`config.mk`:
```
export PLATFORM = sky130hd
export DESIGN_NAME = spi_mem_bridge_flat
export DESIGN_NICKNAME = d
export VERILOG_FILES = /design/src/rtl/spi_mem_bridge_if.sv /design/src/rtl/spi_mem_bridge.sv /design/src/flat_wrapper.sv
export SDC_FILE = /design/constraint.sdc
export NUM_CORES = 1
export LEC_CHECK = 0
export ABC_AREA = 1
export ABC_CLOCK_PERIOD_IN_PS = 2300
export BUFFER_PORTS_ARGS = -buffer_cell sky130_fd_sc_hd__buf_2
export CORE_MARGIN = 1.5
export CORE_UTILIZATION = 40
export CTS_BUF_LIST = sky130_fd_sc_hd__clkbuf_4 sky130_fd_sc_hd__clkbuf_8 sky130_fd_sc_hd__clkbuf_16
export CTS_CLUSTER_DIAMETER = 100
export CTS_CLUSTER_SIZE = 24
export DETAILED_ROUTE_END_ITERATION = 8
export REMOVE_ABC_BUFFERS = 1
export SKIP_LAST_GASP = 1
export SYNTH_ARGS = -nofsm -noshare
export SYNTH_HDL_FRONTEND = slang
export SYNTH_SLANG_ARGS = --single-unit
```
`constraint.sdc`:
```
create_clock -name clock_50 -period 2.3 [get_ports clock_50]
set_input_delay 0.46 -clock clock_50 [delete_from_list [all_inputs] [get_ports clock_50]]
set_output_delay 0.46 -clock clock_50 [all_outputs]
set_load 0.05 [all_outputs]
```
`src/rtl/spi_mem_bridge_if.sv`:
```
// Byte-stream and SRAM bus bundle for spi_mem_bridge.
// master: bridge side; slave: SPI byte slave / arbiter / SRAM side.
interface spi_mem_bridge_if #(
    parameter int unsigned ADDR_W = 16
);
    logic              rx_valid;
    logic [7:0]        rx_data;
    logic              tx_load;
    logic [7:0]        tx_data;
    logic              bus_req;
    logic              bus_gnt;
    logic [ADDR_W-1:0] mem_addr;
    logic [7:0]        mem_wdata;
    logic [7:0]        mem_rdata;
    logic              mem_we_n;
    logic              mem_oe_n;
    logic              busy;

    modport master (
        input  rx_valid, rx_data, bus_gnt, mem_rdata,
        output tx_load, tx_data, bus_req, mem_addr, mem_wdata, mem_we_n, mem_oe_n, busy
    );

    modport slave (
        output rx_valid, rx_data, bus_gnt, mem_rdata,
        input  tx_load, tx_data, bus_req, mem_addr, mem_wdata, mem_we_n, mem_oe_n, busy
    );
endinterface

```
`src/rtl/spi_mem_bridge.sv`:
```
// SPI byte-command engine driving a shared SRAM bus: addressed bursts, bus acquire, sticky status.
// Optional SPI_MEM_CHECKSUM_EN adds an XOR checksum of written bytes, read back with command 0x07.
module spi_mem_bridge #(
    parameter int unsigned ADDR_W      = 16,
    parameter int unsigned WE_CYCLES   = 4,
    parameter int unsigned RD_CYCLES   = 2,
    parameter int unsigned GNT_TIMEOUT = 255
) (
    input  logic               clock_50,
    input  logic               reset,
    spi_mem_bridge_if.master   sif
);
    localparam int unsigned ADDR_BYTES = (ADDR_W + 7) / 8;

    typedef enum logic [2:0] {
        S_IDLE, S_ADDR, S_LEN, S_WDATA, S_WSTROBE, S_RDATA, S_RACCESS, S_ACQ_WAIT
    } state_t;

    state_t            state_q, state_d;
    logic [ADDR_W-1:0] addr_q, addr_d;
    logic [8:0]        len_q, len_d;
    logic [15:0]       cnt_q, cnt_d;
    logic              is_wr_q, is_wr_d;
    logic              disc_q, disc_d;
    logic [3:0]        status_q, status_d;
    logic [7:0]        tx_data_q, tx_data_d;
    logic [7:0]        wdata_q, wdata_d;
    logic              tx_load_q, tx_load_d;
    logic              bus_req_q, bus_req_d;
    logic              we_n_q, we_n_d;
    logic              oe_n_q, oe_n_d;
    logic              busy_q;
    logic              owned;
`ifdef SPI_MEM_CHECKSUM_EN
    logic [7:0]        csum_q, csum_d;
`endif

    assign owned = bus_req_q & sif.bus_gnt;

    // Strobes are gated by ownership so a lost grant releases them within the same clock.
    assign sif.mem_we_n  = we_n_q | ~owned;
    assign sif.mem_oe_n  = oe_n_q | ~owned;
    assign sif.mem_addr  = addr_q;
    assign sif.mem_wdata = wdata_q;
    assign sif.tx_data   = tx_data_q;
    assign sif.tx_load   = tx_load_q;
    assign sif.bus_req   = bus_req_q;
    assign sif.busy      = busy_q;

    always_ff @(posedge clock_50 or negedge reset) begin
        if (!reset) begin
            state_q   <= S_IDLE;
            addr_q    <= '0;
            len_q     <= '0;
            cnt_q     <= '0;
            is_wr_q   <= 1'b0;
            disc_q    <= 1'b0;
            status_q  <= '0;
            tx_data_q <= '0;
            wdata_q   <= '0;
            tx_load_q <= 1'b0;
            bus_req_q <= 1'b0;
            we_n_q    <= 1'b1;
            oe_n_q    <= 1'b1;
            busy_q    <= 1'b0;
`ifdef SPI_MEM_CHECKSUM_EN
            csum_q    <= '0;
`endif
        end else begin
            state_q   <= state_d;
            addr_q    <= addr_d;
            len_q     <= len_d;
            cnt_q     <= cnt_d;
            is_wr_q   <= is_wr_d;
            disc_q    <= disc_d;
            status_q  <= status_d;
            tx_data_q <= tx_data_d;
            wdata_q   <= wdata_d;
            tx_load_q <= tx_load_d;
            bus_req_q <= bus_req_d;
            we_n_q    <= we_n_d;
            oe_n_q    <= oe_n_d;
            busy_q    <= (state_d != S_IDLE);
`ifdef SPI_MEM_CHECKSUM_EN
            csum_q    <= csum_d;
`endif
        end
    end

    always_comb begin
        state_d   = state_q;
        addr_d    = addr_q;
        len_d     = len_q;
        cnt_d     = cnt_q;
        is_wr_d   = is_wr_q;
        disc_d    = disc_q;
        status_d  = status_q;
        tx_data_d = tx_data_q;
        wdata_d   = wdata_q;
        tx_load_d = 1'b0;
        bus_req_d = bus_req_q;
        we_n_d    = we_n_q;
        oe_n_d    = oe_n_q;
`ifdef SPI_MEM_CHECKSUM_EN
        csum_d    = csum_q;
`endif
        case (state_q)
            S_IDLE: begin
                if (sif.rx_valid) begin
                    case (sif.rx_data)
                        8'h01: begin state_d = S_ADDR; cnt_d = '0; end
                        8'h02: begin
                            state_d = S_LEN;
                            is_wr_d = 1'b1;
`ifdef SPI_MEM_CHECKSUM_EN
                            csum_d  = '0;
`endif
                        end
                        8'h03: begin state_d = S_LEN; is_wr_d = 1'b0; end
                        8'h04: begin state_d = S_ACQ_WAIT; bus_req_d = 1'b1; cnt_d = '0; end
                        8'h05: bus_req_d = 1'b0;
                        8'h06: begin
                            tx_data_d = {4'b0, status_q};
                            tx_load_d = 1'b1;
                            status_d  = '0;
                        end
`ifdef SPI_MEM_CHECKSUM_EN
                        8'h07: begin tx_data_d = csum_q; tx_load_d = 1'b1; end
`endif
                        default: ;
                    endcase
                end
            end
            S_ADDR: begin
                if (sif.rx_valid) begin
                    addr_d = ADDR_W'({addr_q, sif.rx_data});
                    if (cnt_q == 16'(ADDR_BYTES - 1)) state_d = S_IDLE;
                    else                              cnt_d = cnt_q + 16'd1;
                end
            end
            S_LEN: begin
                if (sif.rx_valid) begin
                    len_d   = (sif.rx_data == 8'd0) ? 9'd256 : {1'b0, sif.rx_data};
                    disc_d  = ~owned;
                    if (!owned) status_d[0] = 1'b1;
                    state_d = is_wr_q ? S_WDATA : S_RDATA;
                end
            end
            S_WDATA, S_RDATA: begin
                if (!disc_q && !owned) begin
                    state_d     = S_IDLE;
                    status_d[3] = 1'b1;
                end else if (sif.rx_valid) begin
                    if (disc_q) begin
                        len_d = len_q - 9'd1;
                        if (len_q == 9'd1) state_d = S_IDLE;
                    end else if (state_q == S_WDATA) begin
                        wdata_d = sif.rx_data;
                        we_n_d  = 1'b0;
                        cnt_d   = '0;
                        state_d = S_WSTROBE;
`ifdef SPI_MEM_CHECKSUM_EN
                        csum_d  = csum_q ^ sif.rx_data;
`endif
                    end else begin
                        oe_n_d  = 1'b0;
                        cnt_d   = '0;
                        state_d = S_RACCESS;
                    end
                end
            end
            S_WSTROBE, S_RACCESS: begin
                if (!owned) begin
                    state_d     = S_IDLE;
                    we_n_d      = 1'b1;
                    oe_n_d      = 1'b1;
                    status_d[3] = 1'b1;
                end else if ((state_q == S_WSTROBE && cnt_q == 16'(WE_CYCLES - 1)) ||
                             (state_q == S_RACCESS && cnt_q == 16'(RD_CYCLES - 1))) begin
                    // Last strobe clock: close the access and step to the next byte.
                    we_n_d  = 1'b1;
                    oe_n_d  = 1'b1;
                    addr_d  = addr_q + ADDR_W'(1);
                    len_d   = len_q - 9'd1;
                    if (state_q == S_RACCESS) begin
                        tx_data_d = sif.mem_rdata;
                        tx_load_d = 1'b1;
                    end
                    if (len_q == 9'd1)            state_d = S_IDLE;
                    else if (state_q == S_WSTROBE) state_d = S_WDATA;
                    else                           state_d = S_RDATA;
                end else begin
                    cnt_d = cnt_q + 16'd1;
                end
            end
            S_ACQ_WAIT: begin
                if (sif.bus_gnt) begin
                    state_d = S_IDLE;
                end else if (cnt_q == 16'(GNT_TIMEOUT - 1)) begin
                    bus_req_d   = 1'b0;
                    status_d[2] = 1'b1;
                    state_d     = S_IDLE;
                end else begin
                    cnt_d = cnt_q + 16'd1;
                end
            end
            default: state_d = S_IDLE;
        endcase
        // Bytes arriving while a strobe or acquire is in flight are lost.
        if (sif.rx_valid && (state_q == S_WSTROBE || state_q == S_RACCESS || state_q == S_ACQ_WAIT))
            status_d[1] = 1'b1;
    end
endmodule

```
`src/flat_wrapper.sv`:
```
// flat-port wrapper written by rule: the top's interface ports become plain ports
module spi_mem_bridge_flat 
#(
    parameter int unsigned ADDR_W      = 16,
    parameter int unsigned WE_CYCLES   = 4,
    parameter int unsigned RD_CYCLES   = 2,
    parameter int unsigned GNT_TIMEOUT = 255
)
  (clock_50, reset, sif_rx_valid, sif_rx_data, sif_bus_gnt, sif_mem_rdata, sif_tx_load, sif_tx_data, sif_bus_req, sif_mem_addr, sif_mem_wdata, sif_mem_we_n, sif_mem_oe_n, sif_busy);
  spi_mem_bridge_if #(.ADDR_W(ADDR_W)) sif_i ();
  input  logic clock_50;
  input  logic reset;
  input wire logic [$bits(sif_i.rx_valid)-1:0] sif_rx_valid;
  input wire logic [$bits(sif_i.rx_data)-1:0] sif_rx_data;
  input wire logic [$bits(sif_i.bus_gnt)-1:0] sif_bus_gnt;
  input wire logic [$bits(sif_i.mem_rdata)-1:0] sif_mem_rdata;
  output wire logic [$bits(sif_i.tx_load)-1:0] sif_tx_load;
  output wire logic [$bits(sif_i.tx_data)-1:0] sif_tx_data;
  output wire logic [$bits(sif_i.bus_req)-1:0] sif_bus_req;
  output wire logic [$bits(sif_i.mem_addr)-1:0] sif_mem_addr;
  output wire logic [$bits(sif_i.mem_wdata)-1:0] sif_mem_wdata;
  output wire logic [$bits(sif_i.mem_we_n)-1:0] sif_mem_we_n;
  output wire logic [$bits(sif_i.mem_oe_n)-1:0] sif_mem_oe_n;
  output wire logic [$bits(sif_i.busy)-1:0] sif_busy;
  assign sif_i.rx_valid = sif_rx_valid;
  assign sif_i.rx_data = sif_rx_data;
  assign sif_i.bus_gnt = sif_bus_gnt;
  assign sif_i.mem_rdata = sif_mem_rdata;
  assign sif_tx_load = sif_i.tx_load;
  assign sif_tx_data = sif_i.tx_data;
  assign sif_bus_req = sif_i.bus_req;
  assign sif_mem_addr = sif_i.mem_addr;
  assign sif_mem_wdata = sif_i.mem_wdata;
  assign sif_mem_we_n = sif_i.mem_we_n;
  assign sif_mem_oe_n = sif_i.mem_oe_n;
  assign sif_busy = sif_i.busy;
  spi_mem_bridge #(.ADDR_W(ADDR_W), .WE_CYCLES(WE_CYCLES), .RD_CYCLES(RD_CYCLES), .GNT_TIMEOUT(GNT_TIMEOUT)) u_core (.clock_50(clock_50), .reset(reset), .sif(sif_i));
endmodule
```
==> results of run 1 <==
==> area by class of cell <==
type	instances	area share, %
multi-input combinational	506	45.7
sequential	71	32.7
inverter	76	5.47
timing repair buffer	65	6.94
tap	143	3.29
clock buffer	10	4.39
clock inverter	6	1.54
==> sequential cells by signal (all words and copies together) (netlist names) <==
signal                flops
u_core.sif.mem_wdata      8
u_core.status_q           4
u_core.len_q              9
u_core.we_n_q             1
u_core.sif.mem_addr      16
u_core.sif.bus_req        1
u_core.disc_q             1
u_core.state_q            3
u_core.cnt_q             16
u_core.sif.busy           1
u_core.oe_n_q             1
u_core.sif.tx_load        1
u_core.sif.tx_data        8
u_core.is_wr_q            1
==> critical path, cell delays in order, from the launching register on <==
cell	delay, ns
sky130_fd_sc_hd__dfrtp_1	0.59
sky130_fd_sc_hd__nand3_2	0.21
sky130_fd_sc_hd__nand2_2	0.13
sky130_fd_sc_hd__nand4_1	0.15
sky130_fd_sc_hd__nor2_1	0.28
sky130_fd_sc_hd__inv_1	0.26
sky130_fd_sc_hd__nand2_1	0.10
sky130_fd_sc_hd__o21ai_0	0.09
==> logic make-up after synthesis <==
| kind of cell | share of synthesized area, % |
|---|---|
| xor gates and xnor gates | 2.23 |
| adders and majority gates | 1.59 |
| buffers and inverters | 9.48 |
| AOI/OAI and AO/OA | 12.4 |
| DFF | 37.8 |
| and+or+nand+nor | 36.5 |
==> per-layer routing <==
metal,vias to the layer above,track usage (%),part of all wire [%]
met1,2117,29.5,49
met4,0,8.19,1.9
met3,18,3.32,4.7
met2,128,32.1,45
li1,2291,-,-
met5,-,0,0
==> metrics by stage <==
stage          worst slack (ns)  util, %
6_report                  0.335     47.5
5_1_grt                   0.126     47.5
4_1_cts                   0.329     47.5
3_5_place_dp              0.203     44.5
3_3_place_gp              0.328     44.5
2_1_floorplan             0.224        -
==> report_power, final <==
part / switching, mW / internal (mW)
clock: 0.556 / 0.975
sequential: 0.335 / 1.51
combinational: 1.50 / 0.572
total: 2.39 / 3.06
==> synthesized netlist by cell type, types with 2 or more instances <==
| master | instances |
|---|---|
| sky130_fd_sc_hd__nand3b_1 | 2 |
| sky130_fd_sc_hd__xor2_1 | 10 |
| sky130_fd_sc_hd__a21oi_1 | 2 |
| sky130_fd_sc_hd__nand4_1 | 23 |
| sky130_fd_sc_hd__nor2_2 | 4 |
| sky130_fd_sc_hd__inv_2 | 7 |
| sky130_fd_sc_hd__nor2_1 | 65 |
| sky130_fd_sc_hd__inv_1 | 65 |
| sky130_fd_sc_hd__or2_2 | 8 |
| sky130_fd_sc_hd__nand3_1 | 48 |
| sky130_fd_sc_hd__nand3_2 | 4 |
| sky130_fd_sc_hd__clkbuf_1 | 2 |
| sky130_fd_sc_hd__o21ai_0 | 65 |
| sky130_fd_sc_hd__nor3_4 | 2 |
| sky130_fd_sc_hd__nand2_1 | 207 |
| sky130_fd_sc_hd__dfstp_2 | 2 |
| sky130_fd_sc_hd__ha_1 | 6 |
| sky130_fd_sc_hd__o21ai_1 | 15 |
| sky130_fd_sc_hd__o21ai_2 | 12 |
| sky130_fd_sc_hd__o21bai_1 | 2 |
| sky130_fd_sc_hd__buf_6 | 9 |
| sky130_fd_sc_hd__inv_4 | 3 |
| sky130_fd_sc_hd__a31o_2 | 2 |
| sky130_fd_sc_hd__buf_2 | 5 |
| sky130_fd_sc_hd__xnor2_1 | 2 |
| sky130_fd_sc_hd__dfrtp_1 | 69 |
| sky130_fd_sc_hd__nand2_2 | 3 |
| sky130_fd_sc_hd__nor3_1 | 11 |
| sky130_fd_sc_hd__o22ai_1 | 2 |
| sky130_fd_sc_hd__nand2_4 | 4 |
| sky130_fd_sc_hd__buf_4 | 2 |
==> worst max path at each step <==
stage / start / to / slack [ns] / cells after the start
after floorplan: u_core.sif.bus_req / u_core.cnt_q[10] / 0.22 / 9
after global placement: sif_rx_data[5] / u_core.sif.tx_data[6] / 0.33 / 7
after detailed placement: sif_rx_data[5] / u_core.sif.tx_data[5] / 0.20 / 7
after CTS: u_core.state_q[0] / u_core.sif.tx_data[5] / 0.33 / 6
after global routing: u_core.state_q[0] / u_core.sif.tx_data[2] / 0.13 / 7
final: u_core.state_q[0] / u_core.sif.mem_wdata[2] / 0.33 / 7
==> repair_timing <==
action / CTS / global route
hold endpoints to repair: 17 / 0
setup endpoints to repair: 0 / 0
gates resized for setup: 0 / 0
hold buffers: 1 / 0
==> implementation parameters, run 1 <==
Parameter                              Value

Min path
  Terminating pin of the worst hold path ... u_core.sif.tx_data[4]
  Number of cells on the worst hold path ... 3
  Worst Hold Launch ... sif_mem_rdata[4]
  Hold Path Class ... input port to register

Floorplan
  Standard-cell rows ... 39
  Initial cell density of the core ... 41.1%
  Std-Cell Core Area ... approximately 11000 sq um
  Die Span Y ... 112 microns
  Die ar. ... ~12000 sq um
  Ports ... 57
  Die extent in x ... roughly 110 microns

Synthesis
  Top cells by area in the synthesized netlist ... sky130_fd_sc_hd__dfrtp_1 (37%), sky130_fd_sc_hd__nand2_1 (16%), sky130_fd_sc_hd__o21ai_0 (6.9%)
  Largest area contributor in the synthesized netlist ... sky130_fd_sc_hd__dfrtp_1
  Top-area cell type share of the netlist area ... 36.7%
  Area of the mapped netlist ... approximately 4700 sq um
  Number of warning messages in the yosys log ... 0
  Seq cells post-synth ... 71
  Sequential share of the synthesized area ... a little under two fifths
  Share of async-settable or async-resettable flops after synthesis ... 100%
  Number of enable flip-flop cells after synthesis ... 0
  Most used DFF post-synth ... sky130_fd_sc_hd__dfrtp_1
  Cell count after synthesis ... approximately 670
  Post-Syn Area per Cell ... roughly 7 sq um
  Cell variety after synth ... 39

Power and ir drop
  Reported leakage power ... 2.66 nW
  Overall power ... 5.45 mW
  Maximum ir drop on the vdd rail ... between 0.0008 and 0.0009 V
  Cell area power density ... 1000 nW/um^2

Global routing
  Number of global-route vias before repair ... 4305
  Antenna violations before repair ... 0
  Wire length of the first global-routing pass ... 21.0 mm
  Overall global routing resource usage ... a little over a fifth
  Pin count of the biggest net entering global routing ... 55
  Global route total overflow ... 0

Clock network
  Inserted Clock Buffers ... 9
  Number of clock sinks ... 71
  Buffer depth of the longest clock path ... 2
  Clock latency on the worst-skew pair ... about 0.35 ns
  # Post-CTS Setup Buffers ... 0
  Clock Tree Root ... sky130_fd_sc_hd__clkbuf_16
  Total number of H-tree levels ... 3
  Post-CTS clock slew at the launch and capture registers of the worst setup and hold paths ... roughly 0.06 ns
  CTS tree ... built

Layout
  Antenna fix cells ... 0
  Layout cell share with drive strength beyond 1 ... about 18%
  Synth-to-layout area growth ... 15.5%
  Number of fillers in the final layout ... around 1200
  Post-route cell area ... between 5000 and 6000 sq um
  Most used cells in the layout excluding fill and tap cells ... sky130_fd_sc_hd__nand2_1 (207), sky130_fd_sc_hd__dfrtp_1 (69), sky130_fd_sc_hd__o21ai_0 (65), sky130_fd_sc_hd__nor2_1 (65), sky130_fd_sc_hd__inv_1 (65)
  Flip-flop and latch area ... about 1800 sq um
  Net total in the final layout ... 755
  Commonest non-fill, non-tap cell in the layout ... sky130_fd_sc_hd__nand2_1
  Non-Filler Instances ... 877
  Footprint of the multi-input gates ... approximately 2500 sq um

STA
  Worst hold-check slack ... 0.368 ns
  Transition at the pin with the smallest max-transition slack ... roughly 0.49 ns
  Final cycle utilization of the critical path ... approximately 85%
  Final setup violating endpoints ... 0
  Total Negative Setup Slacks ... 0 ns
  Pins over their slew limit ... 0
  Achievable clock frequency ... ~0.5 GHz
  RSZ-0062 raised after global routing ... false
  Final min period ... 1.97 ns
  Hold Fails Final Rpt ... 0
  Worst-case clock skew ... roughly 0.0057 ns
  Slew margin rel. ... 67.1%

Critical path
  Critical path arrival ... approximately 2.2 ns
  Slack of the worst reg-to-reg path ... 0.33 ns
  FF-to-FF path depth ... 7
  Critical path capture point type ... register
  Startpoint class of the critical path ... register
  Crit-path max FO ... 15
  WP data required ... approximately 2.5 ns
  Kind of critical path ... register to register
  Launch point of the worst reg-to-reg path ... u_core.state_q[0]
  Critical register-to-register path endpoint ... u_core.sif.mem_wdata[2]

Placed design
  Placed instance area ... 5110 sq um
  Weighted congestion at the end of routability-driven global placement ... 0.949
  Detailed-placement wirelength estimate ... just over 9 mm
  Count of placed standard cells including taps ... 860
  IO Port Bufs ... between 50 and 60

Drt
  Router iterations before antenna repair ... 5
  Via count of the routed design ... about 4600
  Via-to-Cell Ratio ... between 5 and 6
  DRT iter0 DRCs ... approximately 430
  Residual DRC count ... 0
  Total detailed-routing wirelength ... about 12 mm
  Post-DRT Antenna Nets ... 0
  Average wire per standard cell ... about 14 microns

Run
  Max-capacitance violation count ... 0

Status
  Status ... complete, no violations
Note: power is estimated with default switching activity, not from simulation.
==> inputs of run 2 (changes only) <==
==> constraint.sdc (replaced) <==
create_clock -name clock_50 -period 2.3 [get_ports clock_50]
set_input_delay 0.345 -clock clock_50 [delete_from_list [all_inputs] [get_ports clock_50]]
set_output_delay 0.345 -clock clock_50 [all_outputs]
set_load 0.05 [all_outputs]
==> run 2 against run 1 <==
  * Register-to-register slack worse by 0.07 ns
  * Non-clock buffer count increased by 2
  * First-iteration DRC count decreased by 27%
  * Final cell count increased by 0.23%
  * Wire length grew 1.8%
  * Hold slack worse by 0.11 ns
  * Die area stayed put
==> implementation parameters, run 2 (synthesized netlist as in run 1, its figures left out) <==
Parameter                              Value

Power and ir drop
  Cell area power density ... 987 nW/um^2 (-1.4%)
  Overall power ... 5.37 mW (-1.4%)
  Maximum ir drop on the vdd rail ... 0.000761 V (-7.6%)
  Reported leakage power ... 2.66 nW (about the same)

STA
  Final setup violating endpoints ... 0 (unchanged)
  Pins over their slew limit ... 0 (unchanged)
  Transition at the pin with the smallest max-transition slack ... 0.493 ns (+0.00125 ns)
  Worst-case clock skew ... 0.00906 ns (+0.00333 ns)
  Final cycle utilization of the critical path ... 88.4% (+2.9 points)
  Final min period ... 2.03 ns (+0.0678 ns)
  Achievable clock frequency ... 0.492 GHz (-3.3%)
  Hold Fails Final Rpt ... 0 (unchanged)
  Total Negative Setup Slacks ... 0 ns (unchanged)
  RSZ-0062 raised after global routing ... false
  Slew margin rel. ... 67.1% (about the same)

Clock network
  Post-CTS clock slew at the launch and capture registers of the worst setup and hold paths ... 0.06 ns (about the same)
  Clock latency on the worst-skew pair ... 0.35 ns (about the same)
  Post-CTS resize count ... 0 (unchanged)
  Clock Tree Root ... sky130_fd_sc_hd__clkbuf_16
  Buffer depth of the longest clock path ... 2 (unchanged)
  # Post-CTS Setup Buffers ... 0 (unchanged)
  Total number of H-tree levels ... 3 (unchanged)
  CTS tree ... built
  Number of clock sinks ... 71 (unchanged)
  Inserted Clock Buffers ... 9 (unchanged)

Layout
  Net total in the final layout ... 757 (+0.26%)
  Post-route cell area ... 5440 sq um (unchanged)
  Layout cell share with drive strength beyond 1 ... 18.5% (+0.22 points)
  Commonest non-fill, non-tap cell in the layout ... sky130_fd_sc_hd__nand2_1
  Most used cells in the layout excluding fill and tap cells ... sky130_fd_sc_hd__nand2_1 (207), sky130_fd_sc_hd__dfrtp_1 (69), sky130_fd_sc_hd__o21ai_0 (65), sky130_fd_sc_hd__nor2_1 (65), sky130_fd_sc_hd__inv_1 (65)
  Synth-to-layout area growth ... 15.5% (unchanged)
  Antenna fix cells ... 0 (unchanged)
  Non-Filler Instances ... 879 (+0.23%)
  Number of fillers in the final layout ... 1184 (+2.2%)

Critical path
  Critical path arrival ... 2.30 ns (+0.13 ns)
  WP buf/inv ... 2 (+1)
  Cells along the critical path ... inv_1 > ha_1 > nand3_1 > nor3_1 > nand3_1 > o21ai_0 > nor2_2 > nand3_2 > buf_12 > nand2_1 > o21ai_2
  Cell family contributing the most delay on the critical path ... simple AND/OR/NAND/NOR gates
  Crit-path max FO ... 31 (+16)
  Slowest cell on the critical path ... sky130_fd_sc_hd__dfrtp_1
  Kind of critical path ... register to register
  Cell seen most often among critical-path stages ... sky130_fd_sc_hd__nand3_1
  Startpoint class of the critical path ... register
  Critical path capture point type ... register
  WP data required ... 2.57 ns (+0.06 ns)
  Delay of the slowest cell on the worst path ... 0.46 ns (-0.13 ns)

Floorplan
  Std-Cell Core Area ... 11500 sq um (unchanged)
  Die Span Y ... 112 microns (unchanged)
  Initial cell density of the core ... 41.1% (unchanged)
  Ports ... 57 (unchanged)
  Die ar. ... 12400 sq um (unchanged)
  Die extent in x ... 112 microns (unchanged)
  Standard-cell rows ... 39 (unchanged)

Drt
  Average wire per standard cell ... 14.1 microns (+1.5%)
  Via count of the routed design ... 4533 (-0.46%)
  Router iterations before antenna repair ... 6 (+1)
  DRT iter0 DRCs ... 312 (-27%)
  Via-to-Cell Ratio ... 5.16 (-0.69%)
  Total detailed-routing wirelength ... 12.4 mm (+1.8%)
  Post-DRT Antenna Nets ... 0 (unchanged)
  Residual DRC count ... 0 (unchanged)

Global routing
  Pin count of the biggest net entering global routing ... 45 (-18%)
  Overall global routing resource usage ... 20.8% (-0.037 points)
  Wire length of the first global-routing pass ... 20.8 mm (-1.0%)
  Global route total overflow ... 0 (unchanged)
  Antenna violations before repair ... 0 (unchanged)
  Number of global-route vias before repair ... 4320 (+0.35%)

Min path
  Hold Path Class ... input port to register

Run
  Max-capacitance violation count ... 0 (unchanged)

Status
  Status ... complete, no violations

Placed design
  Weighted congestion at the end of routability-driven global placement ... 1.02 (+7.0%)
  Detailed-placement wirelength estimate ... 9.21 mm (+0.78%)
  Placed instance area ... 5120 sq um (+0.29%)
  Count of placed standard cells including taps ... 862 (+0.23%)
  IO Port Bufs ... 56 (unchanged)
[run 2: layout make-up]
class	count	area, sq um	share of cell area (%)
repair buffers	67	393	7.22
multi-input cells	506	2480	45.7
clock buffers	10	239	4.39
well taps	143	179	3.29
inverters	76	298	5.47
flip-flops and latches	71	1780	32.7
clock inverters	6	68.8	1.26
[run 2: report_power, final]
group / leakage, nW / total (mW) / switching, mW / internal [mW]
sequential: 0.882 / 1.84 / 0.329 / 1.51
clock: 0.149 / 1.45 / 0.573 / 0.874
combinational: 1.63 / 2.08 / 1.51 / 0.573
[run 2: metrics by stage]
step	hold slack (ns)	util, %	setup WS, ns
after global placement	0.304	44.7	0.293
after global routing	0.280	47.5	0.0381
final	0.262	47.5	0.267
after detailed placement	0.308	44.7	0.300
after CTS	0.252	47.5	0.269
after floorplan	0.0494	-	0.224
[run 2: timing repair]
item,CTS,global route
hold buffers,1,0
setup endpoints to repair,0,0
endpoints found under the hold margin,27,0
[run 2: worst register-to-register path, delay by kind of cell (launching register included)]
family                     cells  cell delay, ns
buffers and inverters          2            0.31
and+or+nand+nor                6            0.82
DFF                            1            0.46
adders and majority gates      1            0.15
AOI/OAI and AO/OA              2            0.21
[run 2: metal layers]
layer / vias up / routed length (microns) / GRT usage [%]
met1: 2088 / 5990 / 28.8
met5: - / 0 / 0
met3: 19 / 616 / 3.76
met2: 127 / 5500 / 32.1
li1: 2299 / - / -
met4: 0 / 239 / 8.95
[run 2: worst paths after layout]
| kind | start | depth (start not counted) | end | slack [ns] |
|---|---|---|---|---|
| min in group asynchronous | reset | 2 | u_core.len_q[7] | 0.48 |
| max reg2reg | u_core.cnt_q[0] | 11 | u_core.cnt_q[2] | 0.27 |
| max | u_core.cnt_q[0] | 11 | u_core.cnt_q[2] | 0.27 |
| min | sif_mem_rdata[4] | 3 | u_core.sif.tx_data[4] | 0.26 |
| min reg2reg | u_core.sif.mem_wdata[1] | 2 | u_core.sif.mem_wdata[1] | 0.48 |
| max in group asynchronous | reset | 3 | u_core.we_n_q | 1.20 |
==> inputs of run 3 (changes only) <==
==> constraint.sdc (replaced) <==
create_clock -name clock_50 -period 2.3 [get_ports clock_50]
set_input_delay 0.23 -clock clock_50 [delete_from_list [all_inputs] [get_ports clock_50]]
set_output_delay 0.23 -clock clock_50 [all_outputs]
set_load 0.05 [all_outputs]
==> run 3 against run 2 <==
  * Fmax down 1.6%
  * Hold slack worse by 0.23 ns
  * Clock-buffer cell count up 1
  * Final area down 0.76%
  * Largest power group unchanged
  * Largest cell class unchanged
  * Critical path type unchanged
  * Power up 0.48%
  * First-iteration DRC count up 25%
==> implementation parameters, run 3 (synthesized netlist as in run 1, its figures left out) <==
Parameter                              Value

STA
  Transition at the pin with the smallest max-transition slack ... 0.925 ns (+0.432 ns)
  Pins over their slew limit ... 0 (unchanged)
  Worst hold-check slack ... 0.0301 ns (-0.232 ns)
  Total Negative Setup Slacks ... 0 ns (unchanged)
  Worst-case clock skew ... 0.00937 ns (+0.000315 ns)
  Final setup violating endpoints ... 0 (unchanged)
  Final cycle utilization of the critical path ... 89.8% (+1.4 points)
  RSZ-0062 raised after global routing ... false
  Achievable clock frequency ... 0.484 GHz (-1.6%)
  Final min period ... 2.07 ns (+0.0331 ns)
  Hold Fails Final Rpt ... 0 (unchanged)
  Slew margin rel. ... 38.3% (-29 points)

Global routing
  Overall global routing resource usage ... 21.1% (+0.23 points)
  Antenna violations before repair ... 0 (unchanged)
  Wire length of the first global-routing pass ... 20.9 mm (+0.56%)
  Global route total overflow ... 0 (unchanged)
  Number of global-route vias before repair ... 4294 (-0.60%)
  Pin count of the biggest net entering global routing ... 72 (+60%)

Status
  Status ... complete, no violations

Layout
  Commonest non-fill, non-tap cell in the layout ... sky130_fd_sc_hd__nand2_1
  Non-Filler Instances ... 876 (-0.34%)
  Most used cells in the layout excluding fill and tap cells ... sky130_fd_sc_hd__nand2_1 (207), sky130_fd_sc_hd__dfrtp_1 (69), sky130_fd_sc_hd__o21ai_0 (65), sky130_fd_sc_hd__nor2_1 (65), sky130_fd_sc_hd__inv_1 (65)
  Antenna fix cells ... 0 (unchanged)
  Utilization after layout ... 47.1% (-0.36 points)
  Layout cell share with drive strength beyond 1 ... 18.3% (-0.20 points)
  Net total in the final layout ... 754 (-0.40%)
  Synth-to-layout area growth ... 14.6%

Clock network
  # Post-CTS Setup Buffers ... 0 (unchanged)
  Post-CTS clock slew at the launch and capture registers of the worst setup and hold paths ... 0.06 ns (about the same)
  Buffer depth of the longest clock path ... 2 (unchanged)
  Total number of H-tree levels ... 3 (unchanged)
  CTS tree ... built
  Hold buffer count at CTS ... 0 (-1)
  Number of clock sinks ... 71 (unchanged)
  Post-CTS resize count ... 0 (unchanged)
  Clock Tree Root ... sky130_fd_sc_hd__clkbuf_16
  Clock latency on the worst-skew pair ... 0.35 ns (about the same)
  Inserted Clock Buffers ... 9 (unchanged)

Drt
  Residual DRC count ... 0 (unchanged)
  Average wire per standard cell ... 14.5 microns (+3.0%)
  Via-to-Cell Ratio ... 5.25 (+1.8%)
  Router iterations before antenna repair ... 5 (-1)
  DRT iter0 DRCs ... 390 (+25%)
  Via count of the routed design ... 4601 (+1.5%)
  Post-DRT Antenna Nets ... 0 (unchanged)
  Total detailed-routing wirelength ... 12.7 mm (+2.6%)

Run
  Max-capacitance violation count ... 0 (unchanged)

Power and ir drop
  Proportion of power drawn by the clock network ... 27.1% (+0.2 points)
  Overall power ... 5.40 mW (+0.48%)
  Maximum ir drop on the vdd rail ... 0.000761 V (about the same)
  Sequential power share ... 34.2% (about the same)
  Share of total power consumed by net switching ... 45.2% (+0.22 points)
  Proportion of power drawn by combinational gates ... 38.8% (about the same)
  Reported leakage power ... 2.63 nW (-1.0%)
  Switching power summed over all nets ... 2.44 mW (+0.98%)
  Internal ... 2.96 mW (about the same)
  Cell area power density ... 1000 nW/um^2 (+1.2%)

Critical path
  Critical path capture point type ... register
  Critical path arrival ... 2.33 ns (+0.03 ns)
  WP data required ... 2.56 ns (about the same)
  Slack of the worst reg-to-reg path ... 0.23 ns (-0.03 ns)
  Startpoint class of the critical path ... register
  Kind of critical path ... register to register
  Crit-path max FO ... 31 (unchanged)

Placed design
  Weighted congestion at the end of routability-driven global placement ... 0.980 (-3.5%)
  IO Port Bufs ... 56 (unchanged)
  Count of placed standard cells including taps ... 860 (-0.23%)
  Detailed-placement wirelength estimate ... 9.39 mm (+1.9%)

Min path
  Hold Path Class ... input port to async pin

Floorplan
  Std-Cell Core Area ... 11500 sq um (unchanged)
  Initial cell density of the core ... 41.1% (unchanged)
  Ports ... 57 (unchanged)
  Standard-cell rows ... 39 (unchanged)
  Die extent in x ... 112 microns (unchanged)
  Die ar. ... 12400 sq um (unchanged)
  Die Span Y ... 112 microns (unchanged)
[run 3: changes by cell type in the layout (fill, tap and decap cells not counted)]
cell	change
sky130_fd_sc_hd__clkbuf_4	+1
sky130_fd_sc_hd__inv_6	-1
sky130_fd_sc_hd__clkinv_4	-2
sky130_fd_sc_hd__buf_4	-1
sky130_fd_sc_hd__dlygate4sd3_1	-1
sky130_fd_sc_hd__clkinvlp_4	+2
sky130_fd_sc_hd__buf_12	-1
[run 3: final timing paths]
check | start | end | cells after the start
max | u_core.cnt_q[0] | u_core.cnt_q[1] | 11
min in group clock_50 | sif_mem_rdata[6] | u_core.sif.tx_data[6] | 3
min | reset | u_core.is_wr_q | 1
max in group asynchronous | reset | u_core.sif.tx_data[6] | 1
max reg2reg | u_core.cnt_q[0] | u_core.cnt_q[1] | 11
min reg2reg | u_core.sif.mem_wdata[2] | u_core.sif.mem_wdata[2] | 2
[run 3: critical path, stage by stage (launching register included)]
cell and delay [ns]:
sky130_fd_sc_hd__dfrtp_1 0.46, sky130_fd_sc_hd__inv_1 0.14, sky130_fd_sc_hd__ha_1 0.15, sky130_fd_sc_hd__nand3_1 0.08, sky130_fd_sc_hd__nor3_1 0.31, sky130_fd_sc_hd__nand3_1 0.19
sky130_fd_sc_hd__o21ai_0 0.14, sky130_fd_sc_hd__nor2_2 0.07, sky130_fd_sc_hd__nand3_2 0.10, sky130_fd_sc_hd__buf_12 0.19, sky130_fd_sc_hd__nand2_1 0.06, sky130_fd_sc_hd__o21ai_1 0.08
[run 3: final cells by class]
cell class,count,area [sq um]
clock buffers,11,246
clock inverters,5,57.6
fillers,1183,6070
inverters,76,298
multi-input cells,506,2480
flip-flops and latches,71,1780
well taps,143,179
repair buffers,64,355
[run 3: metal layers]
layer  global-route usage, %  wire (microns)  vias to the layer above  part of all wire (%)
met5                       0               0                        -                     0
met4                    8.61             260                        0                   2.1
met3                    3.65             585                       20                   4.6
met2                    33.0            5860                      116                    46
met1                    29.0            5970                     2176                    47
li1                        -               -                     2289                     -
[run 3: power by group through the flow]
stage	registers, mW	clock network, mW	logic, mW
CTS	1.84	1.47	2.11
finish	1.84	1.46	2.09
global placement	1.84	0	2.05
global route	1.89	1.54	2.31
floorplan	2.32	0	1.01
detailed placement	1.86	0	2.10
[run 3: stage by stage]
| step | worst slack, ns | area (sq um) |
|---|---|---|
| after global routing | 0.106 | 5400 |
| final | 0.234 | 5400 |
| after floorplan | 0.224 | 4560 |
| after detailed placement | 0.255 | 5100 |
| after CTS | 0.238 | 5400 |
| after global placement | 0.279 | 5100 |
